$ cat config.mk
export PLATFORM = sky130hd
export DESIGN_NAME = stream_demux_1x4
export DESIGN_NICKNAME = d
export VERILOG_FILES = /design/src/rtl/fft_pkg.sv /design/src/rtl/frame_group_counter.sv /design/src/rtl/stream_demux_1x4.sv
export SDC_FILE = /design/constraint.sdc
export NUM_CORES = 1
export LEC_CHECK = 0
export BUFFER_PORTS_ARGS = -buffer_cell sky130_fd_sc_hd__clkbuf_2
export CAP_MARGIN = 20
export CORE_MARGIN = 5
export CORE_UTILIZATION = 45
export CTS_BUF_LIST = sky130_fd_sc_hd__clkbuf_16
export CTS_CLUSTER_SIZE = 12
export DETAILED_ROUTE_END_ITERATION = 6
export PLACE_DENSITY_LB_ADDON = 0.2
export SYNTH_ARGS = -nofsm -noshare
export SYNTH_HDL_FRONTEND = slang
export SYNTH_SLANG_ARGS = --single-unit
$ cat constraint.sdc
create_clock -name clk -period 2.1 [get_ports clk]
set_input_delay 0.21 -clock clk [delete_from_list [all_inputs] [get_ports clk]]
set_output_delay 0.21 -clock clk [all_outputs]
set_load 0.01 [all_outputs]
$ cat src/rtl/fft_pkg.sv
// Shared FFT datapath definitions.
//   FFT_DATA_WIDTH : default sample width (signed)
//   FFT_N_POINTS   : default samples per frame
//   grp_w()        : width of a 4-sample group index for a given frame size
//   lane_e         : lane index A..D, common to the 1x4 demux and 4x1 select
package fft_pkg;

    localparam int unsigned FFT_DATA_WIDTH = 32;
    localparam int unsigned FFT_N_POINTS   = 32;

    typedef enum logic [1:0] {
        LANE_A = 2'd0,
        LANE_B = 2'd1,
        LANE_C = 2'd2,
        LANE_D = 2'd3
    } lane_e;

    // Group index width, never narrower than one bit.
    function automatic int unsigned grp_w(input int unsigned n_points);
        int unsigned w;
        w = $clog2(n_points / 4);
        return (w < 1) ? 1 : w;
    endfunction

endpackage

$ cat src/rtl/frame_group_counter.sv
// Wrapping modulo-MODULUS counter with increment enable.
//   clk, rst : clock, synchronous active-high reset (count -> 0)
//   inc_en   : advance by one, wrapping to 0 after MODULUS-1
//   count    : current value
//   last     : count == MODULUS-1
module frame_group_counter #(
    parameter int unsigned MODULUS = 8,
    parameter int unsigned CNT_W   = 3
) (
    input  logic             clk,
    input  logic             rst,
    input  logic             inc_en,
    output logic [CNT_W-1:0] count,
    output logic             last
);

    logic [CNT_W-1:0] count_q;
    logic [CNT_W-1:0] count_d;

    always_comb begin
        last    = (count_q == CNT_W'(MODULUS - 1));
        count_d = count_q;
        if (inc_en) begin
            count_d = last ? '0 : count_q + CNT_W'(1);
        end
    end

    always_ff @(posedge clk) begin
        if (rst) begin
            count_q <= '0;
        end else begin
            count_q <= count_d;
        end
    end

    assign count = count_q;

endmodule

$ cat src/rtl/stream_demux_1x4.sv
// Serial-to-parallel distributor: steers consecutive signed samples into
// lanes A..D and presents each completed group on a valid/ready interface.
//   clk, rst          : clock, synchronous active-high reset
//   in_valid/in_ready : input sample handshake, in_data the sample
//   out_valid/out_ready : group handshake
//   out_A..out_D      : samples 4k..4k+3 of the frame
//   out_grp           : group index k, out_last high when k == N_POINTS/4-1
// in_ready depends combinationally on out_ready; out_* are fully registered.
module stream_demux_1x4
    import fft_pkg::*;
#(
    parameter int unsigned data_width = FFT_DATA_WIDTH,
    parameter int unsigned N_POINTS   = FFT_N_POINTS,
    parameter int unsigned GRP_W      = grp_w(N_POINTS)
) (
    input  logic                         clk,
    input  logic                         rst,
    input  logic                         in_valid,
    output logic                         in_ready,
    input  logic signed [data_width-1:0] in_data,
    output logic                         out_valid,
    input  logic                         out_ready,
    output logic signed [data_width-1:0] out_A,
    output logic signed [data_width-1:0] out_B,
    output logic signed [data_width-1:0] out_C,
    output logic signed [data_width-1:0] out_D,
    output logic [GRP_W-1:0]             out_grp,
    output logic                         out_last
);

    lane_e                         sel_q, sel_d;
    logic signed [data_width-1:0]  collect_q [3];
    logic signed [data_width-1:0]  collect_d [3];
    logic signed [data_width-1:0]  out_a_q, out_a_d;
    logic signed [data_width-1:0]  out_b_q, out_b_d;
    logic signed [data_width-1:0]  out_c_q, out_c_d;
    logic signed [data_width-1:0]  out_d_q, out_d_d;
    logic [GRP_W-1:0]              out_grp_q, out_grp_d;
    logic                          out_last_q, out_last_d;
    logic                          out_valid_q, out_valid_d;

    logic                          in_fire;
    logic                          load;
    logic [GRP_W-1:0]              grp_count;
    logic                          grp_last;

    frame_group_counter #(
        .MODULUS (N_POINTS / 4),
        .CNT_W   (GRP_W)
    ) u_grp_cnt (
        .clk    (clk),
        .rst    (rst),
        .inc_en (load),
        .count  (grp_count),
        .last   (grp_last)
    );

    always_comb begin
        // Stall only when the 4th sample would overwrite an unconsumed group.
        in_ready = !(sel_q == LANE_D && out_valid_q && !out_ready);
        in_fire  = in_valid && in_ready;
        load     = in_fire && (sel_q == LANE_D);

        sel_d       = sel_q;
        collect_d   = collect_q;
        out_a_d     = out_a_q;
        out_b_d     = out_b_q;
        out_c_d     = out_c_q;
        out_d_d     = out_d_q;
        out_grp_d   = out_grp_q;
        out_last_d  = out_last_q;
        out_valid_d = out_valid_q;

        if (in_fire) begin
            unique case (sel_q)
                LANE_A: begin collect_d[0] = in_data; sel_d = LANE_B; end
                LANE_B: begin collect_d[1] = in_data; sel_d = LANE_C; end
                LANE_C: begin collect_d[2] = in_data; sel_d = LANE_D; end
                LANE_D: sel_d = LANE_A;
                default: sel_d = LANE_A;
            endcase
        end

        // A load in the same cycle as a consume keeps out_valid high.
        if (load) begin
            out_a_d     = collect_q[0];
            out_b_d     = collect_q[1];
            out_c_d     = collect_q[2];
            out_d_d     = in_data;
            out_grp_d   = grp_count;
            out_last_d  = grp_last;
            out_valid_d = 1'b1;
        end else if (out_valid_q && out_ready) begin
            out_valid_d = 1'b0;
        end
    end

    always_ff @(posedge clk) begin
        if (rst) begin
            sel_q       <= LANE_A;
            collect_q   <= '{default: '0};
            out_a_q     <= '0;
            out_b_q     <= '0;
            out_c_q     <= '0;
            out_d_q     <= '0;
            out_grp_q   <= '0;
            out_last_q  <= 1'b0;
            out_valid_q <= 1'b0;
        end else begin
            sel_q       <= sel_d;
            collect_q   <= collect_d;
            out_a_q     <= out_a_d;
            out_b_q     <= out_b_d;
            out_c_q     <= out_c_d;
            out_d_q     <= out_d_d;
            out_grp_q   <= out_grp_d;
            out_last_q  <= out_last_d;
            out_valid_q <= out_valid_d;
        end
    end

    assign out_valid = out_valid_q;
    assign out_A     = out_a_q;
    assign out_B     = out_b_q;
    assign out_C     = out_c_q;
    assign out_D     = out_d_q;
    assign out_grp   = out_grp_q;
    assign out_last  = out_last_q;

endmodule

==> results.md <==
- Final setup skew: 0.00713 ns
- Post-synthesis register bit count: 234
- Net count, final: 1194
- Share of cells above drive strength 1: 20.8%
- PnR Total Power: 0.00910 W
- Cell area after technology mapping: 9150 um^2
- Grt met2 use: 31.9%
- Static leakage: 4.65 nW
- Site row count: 52
- Top FF cell, synth: sky130_fd_sc_hd__dfxtp_1
- Power Dens Cells: 804 nW/um^2
- First-pass GRT wire length: 39300 um
- Global placement routability congestion: 0.782
- Dominant cell type by area after synthesis: sky130_fd_sc_hd__dfxtp_1
- Setup crit end kind: primary output
- Detailed-route DRC error count: 0
- Post-layout minimum cycle time: 1.75 ns
- Count of endpoints failing setup in the final report: 0
- Largest stage delay, worst path: 0.37 ns
- Maximum level of the CTS H-tree: 1
- Via count of the first global-routing pass: 7399
- Critical path startpoint category: flop
- Via count normalized by instance count: 5.32
- Final TNS setup: 0 ns
- Area growth syn-to-layout: 23.8%
- Number of buffer and inverter instances along the worst setup path: 1
- Placed cells: 1362
- Filler Cell Count: 1816
- Fmax: 0.572 GHz
- Clock buffers created by TritonCTS: 25
- Final cell area excluding filler cells: 11300 um^2
- Slew of the pin with the lowest slew margin: 0.625 ns
- Initial antenna violation count: 0
- Data arrival, critical path: 1.54 ns
- Async set-or-reset flop fraction in the synthesized netlist: 0%
- PostCTS Resize Cnt: 0
- Final cell count without fillers: 1431
- Overall routed net length: 24100 um
- Effective utilization at floorplan: 45.5%
- GRT Total Usage: 19.8%
- Most frequent cells after synthesis: 234 x sky130_fd_sc_hd__dfxtp_1, 138 x sky130_fd_sc_hd__a21oi_1, 137 x sky130_fd_sc_hd__nand3_1
- Area share of the leading cell type in the synthesized netlist: 51.2%
- Final Hold Vio Count: 0
- Required time at the worst-slack endpoint: 1.89 ns
- Die outline area: 23300 um^2
- Maximum number of pins on one net before global-route repair: 76
- Worst-path cell chain: ha_1, nand3b_4, clkbuf_2
- Outcome: completed
- Top delay family on crit path: flip-flops
- Cell with the largest stage delay on the worst path: sky130_fd_sc_hd__dfxtp_1
- CTS tree: done
- Estimated wirelength of the detail-placed design: 15500 um
- Global-route congestion overflow total: 0
- Number of synthesized flops with an enable pin: 0
- Critical path class: flop to primary output
- Global Route met1 Usage: 27.5%
- Finished Core Util: 56.3%
- Synthesized area divided by synthesized cell count: 9.25 um^2
- Fin crit share: 83.3%
- Die width: 153 um
- Root Buffer Master: sky130_fd_sc_hd__clkbuf_16
- Number of antenna-violating nets in the routed design: 0
- Max Fanout on Critical Path: 10
- Routed len/inst: 16.8 um
- Final Max Slew Viols: 0
- Maximum vdd ir drop: 0.498 mV
- Count of warnings emitted by yosys: 0
- Number of distinct library cell variants in the gate-level netlist after synthesis: 22
- 1st-iter DRT viols: 457
- Number of antenna repair diodes: 0
- Maximum Capacitance Violations: 0
- Cells taking the most area after synthesis: sky130_fd_sc_hd__dfxtp_1 51%, sky130_fd_sc_hd__mux2i_1 11%, sky130_fd_sc_hd__nand2b_1 8.8%, sky130_fd_sc_hd__a21oi_1 7.6%, sky130_fd_sc_hd__nand3_1 7.5%
- Unrepaired setup endpoints after global routing: no
- Most frequent cell after synthesis: sky130_fd_sc_hd__dfxtp_1
- Clock sink count: 234
- Syn nets: 1032
- Detailed-route via count: 7616
- Global routing's busiest layer: met2
- Clock latency on the worst-skew pair: 0.51 ns
- Proportion of synthesized chip area in sequential cells: 51.2%
- Type of the tightest min-delay check: input pin to flop
- Post-Synthesis Cells: 989
- Met3 Usage GRT: 4.12%
- Clock Path Buffers: 3
- Placeable Area: 20100 um^2
- Die height: 153 um
- Post-place instance area: 10300 um^2
- Clock transition at path regs: 0.06 ns
- Headroom to the max-slew limit: 58.3%
- Count of port buffers added during placement: 169
- DRT Pass-1 Iters: 5
- Boundary Pins: 170
-- kinds of logic after synthesis --
logic type | after synthesis | share of synthesized area, %
compound gates | 275 | 15.1
flops | 234 | 51.2
fa+ha+maj | 7 | 0.958
simple gates | 275 | 17.1
mux | 96 | 10.5
buf+inv | 102 | 5.03
-- placed cells by master, fill, tap and decap left out, types with 2 or more instances in the layout --
cell type	netlist	final
sky130_fd_sc_hd__clkinv_1	0	7
sky130_fd_sc_hd__dfxtp_1	234	234
sky130_fd_sc_hd__nand3_1	137	135
sky130_fd_sc_hd__nand2b_1	129	128
sky130_fd_sc_hd__clkbuf_2	0	168
sky130_fd_sc_hd__nand3_2	0	2
sky130_fd_sc_hd__inv_1	2	2
sky130_fd_sc_hd__and3_1	3	3
sky130_fd_sc_hd__o21ai_0	111	111
sky130_fd_sc_hd__clkinv_2	0	4
sky130_fd_sc_hd__mux2i_1	96	96
sky130_fd_sc_hd__clkbuf_16	0	25
sky130_fd_sc_hd__a21oi_1	138	138
sky130_fd_sc_hd__buf_4	3	23
sky130_fd_sc_hd__buf_12	0	11
sky130_fd_sc_hd__ha_1	7	7
sky130_fd_sc_hd__dlygate4sd3_1	0	32
sky130_fd_sc_hd__o21ai_1	24	24
-- metrics by stage --
stage | setup WS [ns] | hold WS (ns)
after detailed placement | 0.392 | 0.455
after global routing | 0.259 | 0.0754
after CTS | 0.327 | 0.0587
after global placement | 0.440 | 0.454
after floorplan | 0.607 | 0.358
final | 0.351 | 0.0754
-- routing by layer --
layer | vias to the layer above | share of wire (%)
met3 | 29 | 5.4
met1 | 3664 | 46
met2 | 164 | 47
met5 | - | 0
met4 | 0 | 1.6
li1 | 3759 | -
-- cell type report --
type / count / area, um^2 / share of cell area, %
Clock buffer: 25 / 626 / 5.52
Timing Repair Buffer: 235 / 1570 / 13.8
Multi-Input combinational cell: 653 / 4030 / 35.6
Clock inverter: 12 / 76.3 / 0.674
Sequential cell: 234 / 4680 / 41.4
Tap cell: 270 / 338 / 2.98
Inverter: 2 / 7.51 / 0.0663
-- repair_timing --
item,4_1_cts,5_1_grt
hold endpoints to repair,32,0
hold buffers,32,0
buffers inserted,0,0
-- path summary, 6_finish.rpt --
check	start	slack, ns	cells after the start	end
worst max-delay path	sel_q[0]	0.35	3	in_ready
worst min register to register	collect_q[84]	0.46	2	out_A[20]
worst min-delay path	rst	0.08	2	out_D[4]
worst max register to register	sel_q[0]	0.38	5	out_B[27]
-- registers in the layout (all words and copies together), names as in the netlist --
name             count
sel_q                2
out_valid            1
out_last             1
out_D               32
collect_q           96
out_A               32
out_C               32
out_B               32
u_grp_cnt.count      3
out_grp              3
-- where the power goes --
part	internal, W	leakage [nW]	switching, W	total, W
clock network	0.00224	0.349	0.00168	0.00393
registers	0.00454	1.89	0.0000556	0.00460
logic	0.000266	2.41	0.000307	0.000573
total	0.00705	4.65	0.00205	0.00910
(Power assumes the default switching activity.)
